[src/rtl/opb_swreg_bank_ctrl.sv]
// opb_swreg_bank_ctrl: OPB slave with four shadow registers committed to a live register bank
module opb_swreg_bank_ctrl #(
  parameter int                      C_OPB_AWIDTH = 32,
  parameter int                      C_OPB_DWIDTH = 32,
  parameter logic [C_OPB_AWIDTH-1:0] C_BASEADDR   = 32'h01014600,
  parameter logic [C_OPB_AWIDTH-1:0] C_HIGHADDR   = 32'h010146FF
) (
  input  logic                        OPB_Clk,
  input  logic                        OPB_Rst,
  input  logic [0:C_OPB_AWIDTH-1]     OPB_ABus,
  input  logic [0:C_OPB_DWIDTH/8-1]   OPB_BE,
  input  logic [0:C_OPB_DWIDTH-1]     OPB_DBus,
  input  logic                        OPB_RNW,
  input  logic                        OPB_select,
  input  logic                        OPB_seqAddr,
  output logic [0:C_OPB_DWIDTH-1]     Sl_DBus,
  output logic                        Sl_xferAck,
  output logic                        Sl_errAck,
  output logic                        Sl_retry,
  output logic                        Sl_toutSup,
  output logic [4*C_OPB_DWIDTH-1:0]   user_data_out,
  output logic                        user_update
);
  localparam logic [1:0] S_IDLE = 2'd0;
  localparam logic [1:0] S_ACK  = 2'd1;
  localparam logic [1:0] S_WAIT = 2'd2;
  localparam int NB = C_OPB_DWIDTH / 8;
  localparam logic [C_OPB_AWIDTH-1:0] OFF_CTRL = 'h10;
  localparam logic [C_OPB_AWIDTH-1:0] OFF_STAT = 'h14;

  logic [1:0]                         r_state;
  logic                               r_ack;
  logic                               r_rnw;
  logic                               r_auto;
  logic                               r_update;
  logic [C_OPB_AWIDTH-1:0]            r_off;
  logic [0:NB-1]                      r_be;
  logic [C_OPB_DWIDTH-1:0]            r_wdata;
  logic [C_OPB_DWIDTH-1:0]            r_rdata;
  logic [3:0][C_OPB_DWIDTH-1:0]       r_shadow;
  logic [3:0][C_OPB_DWIDTH-1:0]       r_live;
  logic [15:0]                        r_count;

  logic [C_OPB_AWIDTH-1:0]            w_off;
  logic                               w_hit;
  logic                               w_start;
  logic                               w_rd_sh;
  logic                               w_wr;
  logic                               w_sh_wr;
  logic                               w_ctrl_wr;
  logic                               w_commit;
  logic                               w_auto_ld;
  logic                               w_upd;
  logic                               w_unused;
  logic [1:0]                         w_idx;
  logic [C_OPB_DWIDTH-1:0]            w_rdata;
  logic [C_OPB_DWIDTH-1:0]            w_mask;
  logic [C_OPB_DWIDTH-1:0]            w_merged;

  assign w_unused   = OPB_seqAddr;
  assign Sl_errAck  = 1'b0;
  assign Sl_retry   = 1'b0;
  assign Sl_toutSup = 1'b0;
  assign Sl_xferAck = r_ack;
  assign Sl_DBus    = r_rdata;
  assign user_data_out = r_live;
  assign user_update   = r_update;

  // Address decode against the window; a new transfer starts only from IDLE
  assign w_off   = OPB_ABus - C_BASEADDR;
  assign w_hit   = (OPB_ABus >= C_BASEADDR) && (OPB_ABus <= C_HIGHADDR);
  assign w_start = (r_state == S_IDLE) && OPB_select && w_hit;
  assign w_rd_sh = (w_off[C_OPB_AWIDTH-1:4] == '0) && (w_off[1:0] == 2'b00);
  assign w_rdata = w_rd_sh              ? r_shadow[w_off[3:2]] :
                   (w_off == OFF_CTRL)  ? {{(C_OPB_DWIDTH-2){1'b0}}, r_auto, 1'b0} :
                   (w_off == OFF_STAT)  ? {{(C_OPB_DWIDTH-16){1'b0}}, r_count} :
                                          '0;

  // Byte lane mask: OPB_BE[0] covers the most significant byte
  for (genvar b = 0; b < NB; b++) begin : g_mask
    assign w_mask[8*b +: 8] = {8{r_be[NB-1-b]}};
  end

  // Write-side decode, evaluated in the ACK cycle from the latched transfer
  assign w_idx     = r_off[3:2];
  assign w_wr      = (r_state == S_ACK) && !r_rnw;
  assign w_sh_wr   = w_wr && (r_off[C_OPB_AWIDTH-1:4] == '0) && (r_off[1:0] == 2'b00);
  assign w_ctrl_wr = w_wr && (r_off == OFF_CTRL) && r_be[NB-1];
  assign w_commit  = w_ctrl_wr && r_wdata[0];
  assign w_auto_ld = w_sh_wr && r_auto;
  assign w_upd     = w_commit || w_auto_ld;
  assign w_merged  = (r_shadow[w_idx] & ~w_mask) | (r_wdata & w_mask);

  // Bus FSM with a registered single-cycle acknowledge and read data
  always_ff @(posedge OPB_Clk or posedge OPB_Rst) begin
    if (OPB_Rst) begin
      r_state <= S_IDLE;
      r_ack   <= 1'b0;
      r_rdata <= '0;
    end else begin
      r_state <= w_start ? S_ACK :
                 ((r_state == S_ACK || r_state == S_WAIT) && OPB_select) ? S_WAIT : S_IDLE;
      r_ack   <= w_start;
      r_rdata <= (w_start && OPB_RNW) ? w_rdata : '0;
    end
  end

  // Capture the transfer attributes when it is accepted
  always_ff @(posedge OPB_Clk or posedge OPB_Rst) begin
    if (OPB_Rst) begin
      r_off   <= '0;
      r_be    <= '0;
      r_wdata <= '0;
      r_rnw   <= 1'b1;
    end else if (w_start) begin
      r_off   <= w_off;
      r_be    <= OPB_BE;
      r_wdata <= OPB_DBus;
      r_rnw   <= OPB_RNW;
    end
  end

  // Shadow registers and the AUTO control bit
  always_ff @(posedge OPB_Clk or posedge OPB_Rst) begin
    if (OPB_Rst) begin
      r_shadow <= '0;
      r_auto   <= 1'b0;
    end else begin
      if (w_sh_wr) r_shadow[w_idx] <= w_merged;
      if (w_ctrl_wr) r_auto <= r_wdata[1];
    end
  end

  // Live bank load on commit or auto-update, with update pulse and commit counter
  always_ff @(posedge OPB_Clk or posedge OPB_Rst) begin
    if (OPB_Rst) begin
      r_live   <= '0;
      r_update <= 1'b0;
      r_count  <= '0;
    end else begin
      if (w_commit) r_live <= r_shadow;
      else if (w_auto_ld) r_live[w_idx] <= w_merged;
      r_update <= w_upd;
      if (w_upd) r_count <= r_count + 16'd1;
    end
  end
endmodule

[config.mk]
export PLATFORM = sky130hd
export DESIGN_NAME = opb_swreg_bank_ctrl
export DESIGN_NICKNAME = d
export VERILOG_FILES = /design/src/rtl/opb_swreg_bank_ctrl.sv
export SDC_FILE = /design/constraint.sdc
export NUM_CORES = 1
export LEC_CHECK = 0
export BUFFER_PORTS_ARGS = -buffer_cell sky130_fd_sc_hd__buf_2
export CAP_MARGIN = 20
export CORE_MARGIN = 2
export CORE_UTILIZATION = 58
export CTS_BUF_LIST = sky130_fd_sc_hd__clkbuf_16
export DETAILED_ROUTE_END_ITERATION = 6
export PLACE_DENSITY = 0.9
export SLEW_MARGIN = 25
export SYNTH_ARGS = -nofsm -noshare
export SYNTH_HDL_FRONTEND = slang
export SYNTH_SLANG_ARGS = --single-unit
[constraint.sdc]
create_clock -name OPB_Clk -period 14.8 [get_ports OPB_Clk]
set_input_delay 1.48 -clock OPB_Clk [delete_from_list [all_inputs] [get_ports OPB_Clk]]
set_output_delay 1.48 -clock OPB_Clk [all_outputs]
set_load 0.01 [all_outputs]
### Yosys cells after proc, flatten, opt, wreduce, memory -nomap -nowiden

Cells that the tools add are included.

* register bits after elaboration: 378
* output and inout bits: 165
* logic and storage cells: 73

* add/subtract/negate cells: 2
* magnitude comparators: 5
* eq/ne operators: 5
* muxes and demuxes: 16
* bitwise gates (word level): 4
* reduce and logical (&&, ||, !) cells: 23

Operators with widths (count)
* $bwmux 128: 2
* $mux 128: 2
* $mux 32: 5
* $bmux 32 s2: 2
* $eq 32x5->1 const B: 3
* $and 32x32->32: 2
* $demux 32 s2: 1
* $logic_not 28->1: 2
* $ge 32x25->1 const B: 1
* $le 32x25->1 const B: 1
* $mux 16: 2
* $not 32->32: 1
* $or 32x32->32: 1
* $sub 32x25->32 const B: 1
* $add 16x1->16 const B: 1
* $logic_and 1x1->1: 14
* $logic_not 2->1: 3
* $lt 2x3->1 const B: 2
* $mux 2: 2
* $eq 2x1->1 const B: 1
* $eq 2x2->1 const B: 1
* $ge 2x1->1 const B: 1
* $logic_or 1x1->1: 2
* $reduce_bool 2->1: 1
* $logic_not 1->1: 1

### Longest topological paths before layout

* word-level depth: 7
* depth in mapped cells: 10
* mapped depth without buffers: 7

### Worst setup path before layout

OpenSTA, ideal clock, no wires.

* path kind: input to register
* from: input OPB_ABus[5] (netlist name)
* to: register r_be[0] (netlist name)
* library setup time: 66 ps
* data arrival time: 3182 ps
* required time: 14734 ps
* path slack: 11552 ps
* stages: 7
* buffers on the path: 2
* cells stage by stage: or4_1 > nor3b_1 > nor4bb_1 > buf_2 > buf_2 > nand2_1 > nand2_1

* longest elaborated chain between the ends: 3

Ends and longest elaborated chain
* start, declared: RTL line 10 `input logic [0:C_OPB_AWIDTH-1] OPB_ABus,`
* $ge 32x25->1 or $le 32x25->1 (tied branches): RTL line 71 `assign w_hit = (OPB_ABus >= C_BASEADDR) && (OPB_ABus <= C_HIGHADDR);`
* $logic_and 1x1->1 *: RTL line 71
* $logic_and 1x1->1 *: RTL line 72 `assign w_start = (r_state == S_IDLE) && OPB_select && w_hit;`
* end signal, assigned: RTL line 112 `r_be <= '0;`
* end signal, assigned: RTL line 117 `r_be <= OPB_BE;`
* end, declared: RTL line 37 `logic [0:NB-1] r_be;`

Mark *: on every way between the ends. The rest lies on a longest branch, timed or not.
A chain may end at the register's enable or synchronous reset.

### Worst setup path in the final report

* from: input OPB_ABus[18] (netlist name)
* to: register r_rdata[21] (netlist: Sl_DBus[10])

* longest elaborated chain between the ends: 5

Ends and longest elaborated chain
* $ge 32x25->1 or $le 32x25->1 (tied branches): RTL line 71
* $logic_and 1x1->1 *: RTL line 71
* $logic_and 1x1->1 *: RTL line 72
* net w_start: RTL line 46 `logic w_start;`
* $logic_and 1x1->1 *: RTL line 104 `r_rdata <= (w_start && OPB_RNW) ? w_rdata : '0;`
* $mux 32 *: RTL line 104
* end signal, assigned: RTL line 104
* end, declared: RTL line 39 `logic [C_OPB_DWIDTH-1:0] r_rdata;`

Mark *: on every way through the listed nets, which the timed path passes. The rest lies on a longest branch.

==> results.json <==
{
  "outcome": "finished clean",
  "synthMuxAreaShare_pct": 11.3,
  "p_per_area_mw_per_mm2": 101,
  "grt_pass1_wl_microns": 80500,
  "clk_latency_ns": 0.55,
  "io_buffers": 233,
  "synthCells": 1610,
  "cp_top_family": "simple AND/OR/NAND/NOR gates",
  "clockBufferDepth": 3,
  "synth-main-ff-cell": "dfrtp_1",
  "synth_simple_gate_area_share_pct": 11.9,
  "layout.nets": 1863,
  "routedWlPerCell_microns": 23.7,
  "worstSetupStartpointType": "primary input",
  "cts_tree": "yes",
  "drcViolationCount": 0,
  "period_minus_slack_ns": 3.97,
  "crit_path_end_kind": "flip-flop",
  "ys_warn_count": 0,
  "vias": 14600,
  "relSlewSlack_pct": 33.2,
  "crit_slowest_cell": "nand3_1",
  "fmax_ghz": 0.252,
  "ant_nets": 0,
  "tightest_slew_ns": 0.988,
  "io_pins": 238,
  "placed_area_sq_mm": 0.0187,
  "postCtsHoldBufs": 0,
  "dieArea_sq_mm": 0.0312,
  "leakage_uw": 0.00952,
  "clock_skew_ns": 0.0248,
  "p_sw_uw": 445,
  "fin_tns_setup_ns": 0,
  "grt_antenna_before_repair": 0,
  "hpwl_microns": 31900,
  "pwr-share-seq_pct": 51.0,
  "final_common_cell": "dfrtp_1",
  "worstPathCellList": "buf_2 > nor4b_1 > nand4_1 > nor4_1 > nand3_1 > nor2b_1",
  "grt_usage_pct": 33.5,
  "synthXorXnorAreaFrac_pct": 0.760,
  "finalSetupViolCount": 0,
  "power_switching_share_pct": 22.0,
  "vdd_drop_max_mv": 0.0792,
  "synth_top_family_by_area": "compound AO/OA/AOI/OAI gates",
  "ys_types": 59,
  "required_ns": 15.23,
  "syn_to_final_growth_pct": 15.5,
  "synth_fa_ha_area_share_pct": 0.290,
  "seq_area_frac_synth_pct": 54.6,
  "crit_type": "primary input to flip-flop",
  "internal_power_uw": 1580,
  "drive_above_1_share_pct": 22.5,
  "die_y_microns": 177,
  "rsz0062_at_grt": "false",
  "routed_wl_microns": 52300,
  "die_w_microns": 177,
  "globalplace.congestion": 0.856,
  "first_global_vias": 14400,
  "cts.repair.resized": 0,
  "mostFrequentLayoutCells": "dfrtp_1 (375), buf_2 (233), nand2_1 (191)",
  "diodes": 0,
  "initial_utilization_pct": 58.6,
  "drv_cap": 0,
  "dpl.cell_count": 2131,
  "final-hold-violation-count": 0,
  "worstPathArrival_ns": 4.40,
  "slew_viol_final": 0,
  "numCtsBuffers": 39,
  "avgSynthCellArea_sq_um": 10.7,
  "grt-ovfl-total": 0,
  "grt_max_degree": 147,
  "async_flop_share_pct": 100,
  "rows": 63,
  "core_sq_mm": 0.0295,
  "synth-edff-count": 0,
  "synth_area_sq_mm": 0.0173,
  "period_share_pct": 26.9,
  "htree_levels": 2,
  "crit_fanout": 16,
  "p_comb_share_pct": 2.5,
  "drt-initial-drc-count": 1820,
  "clockPowerShare_pct": 46.6,
  "drtPass1Iterations": 6,
  "cts_post_setup_buffers_inserted": 0,
  "cp_slowest_stage_delay_ns": 0.87,
  "synth_compound_area_share_pct": 17.8,
  "cts_sinks": 377,
  "ys_seq_elements": 377,
  "final_cells": 2204,
  "path_buf_inv": 1,
  "final_area_sq_mm": 0.0200,
  "whs_ns": 0.468,
  "avgViaCountPerCell": 6.62,
  "cts_root_buf": "clkbuf_16",
  "hold_class": "flip-flop to flip-flop",
  "clk_pin_slew_ns": 0.06
}
cell type report:
type | instances | area, sq um
Fill cell | 2093 | 9520
Multi-Input combinational cell | 1101 | 7400
Sequential cell | 377 | 9440
Clock inverter | 30 | 221
Timing Repair Buffer | 263 | 1410
Tap cell | 390 | 488
Clock buffer | 39 | 976
Inverter | 4 | 27.5
per-stage QoR:
stage                     setup slack (ns)  utilization (%)  total power (uW)
after floorplan                       2.85                -              1080
after global placement               10.30             63.4              1100
after detailed placement             10.20             63.4              1100
after CTS                            10.79             67.5              2030
after global routing                 10.67             67.7              2070
final                                10.83             67.7              2020
sequential cells by signal, summed over array words and instances, names as in the netlist:
name and count:
Sl_DBus 32, r_auto 1, r_be 4, r_count 16
r_off 32, r_rnw 1, r_shadow 128, r_state 2
r_wdata 32, user_data_out 128, user_update 1
logic make-up after synthesis:
group                    after synthesis
AO/OA/AOI/OAI                        479
XOR/XNOR                              15
adder cells (fa/ha/maj)                4
buffers and inverters                134
flip-flops                           377
multiplexers                         132
other                                  1
AND/OR/NAND/NOR                      468
final timing paths:
| path | from | to | slack (ns) | cells past startpoint |
|---|---|---|---|---|
| max | OPB_ABus[18] | Sl_DBus[10] | 10.83 | 6 |
| min | r_rnw | r_rnw | 0.47 | 2 |
| max reg2reg | r_off[2] | user_data_out[19] | 11.23 | 6 |
| min reg2reg | r_rnw | r_rnw | 0.47 | 2 |
| max in group asynchronous | OPB_Rst | r_wdata[10] | 11.66 | 4 |
| min in group asynchronous | OPB_Rst | r_shadow[27] | 1.09 | 2 |
synth_stat cells, types with 10 or more instances:
| cell type | count | share of area [%] |
|---|---|---|
| dfrtp_1 | 376 | 54 |
| buf_2 | 18 | 0.52 |
| mux4_2 | 49 | 6.4 |
| o211ai_1 | 56 | 2.4 |
| o21ai_0 | 115 | 3.3 |
| nor4_1 | 10 | 0.36 |
| a21oi_1 | 142 | 4.1 |
| mux2_2 | 17 | 1.1 |
| o2bb2ai_1 | 12 | 0.61 |
| nand3_1 | 12 | 0.35 |
| mux2i_1 | 66 | 3.8 |
| nor2_1 | 176 | 3.8 |
| and2_1 | 12 | 0.43 |
| a22oi_1 | 30 | 1.3 |
| o21a_1 | 67 | 2.9 |
| a22o_1 | 28 | 1.4 |
| nor2b_1 | 17 | 0.62 |
| a221o_1 | 16 | 0.93 |
| nand2_1 | 191 | 4.1 |
| clkbuf_1 | 99 | 2.1 |
| xnor2_1 | 12 | 0.61 |
tightest hold or removal path: cells and delay by family, from the launching register on:
kind | cells | cell delay, ns
flip-flops | 1 | 0.37
AND/OR/NAND/NOR | 2 | 0.09
per-layer routing:
| metal | vias to the layer above | GRT usage [%] | wire (microns) |
|---|---|---|---|
| li1 | 6110 | - | - |
| met1 | 7189 | 45.3 | 19400 |
| met2 | 1106 | 51.3 | 23900 |
| met3 | 193 | 9.24 | 6730 |
| met4 | 0 | 14.9 | 2260 |
| met5 | - | 0 | 0 |
power by group through the flow:
stage                     clock, uW  sequential [uW]  combinational (uW)
after floorplan                   0             1050                27.5
after global placement            0             1050                48.6
after detailed placement          0             1050                49.5
after CTS                       946             1030                49.7
after global routing            989             1030                54.7
final                           942             1030                49.5
(Power assumes the default switching activity.)
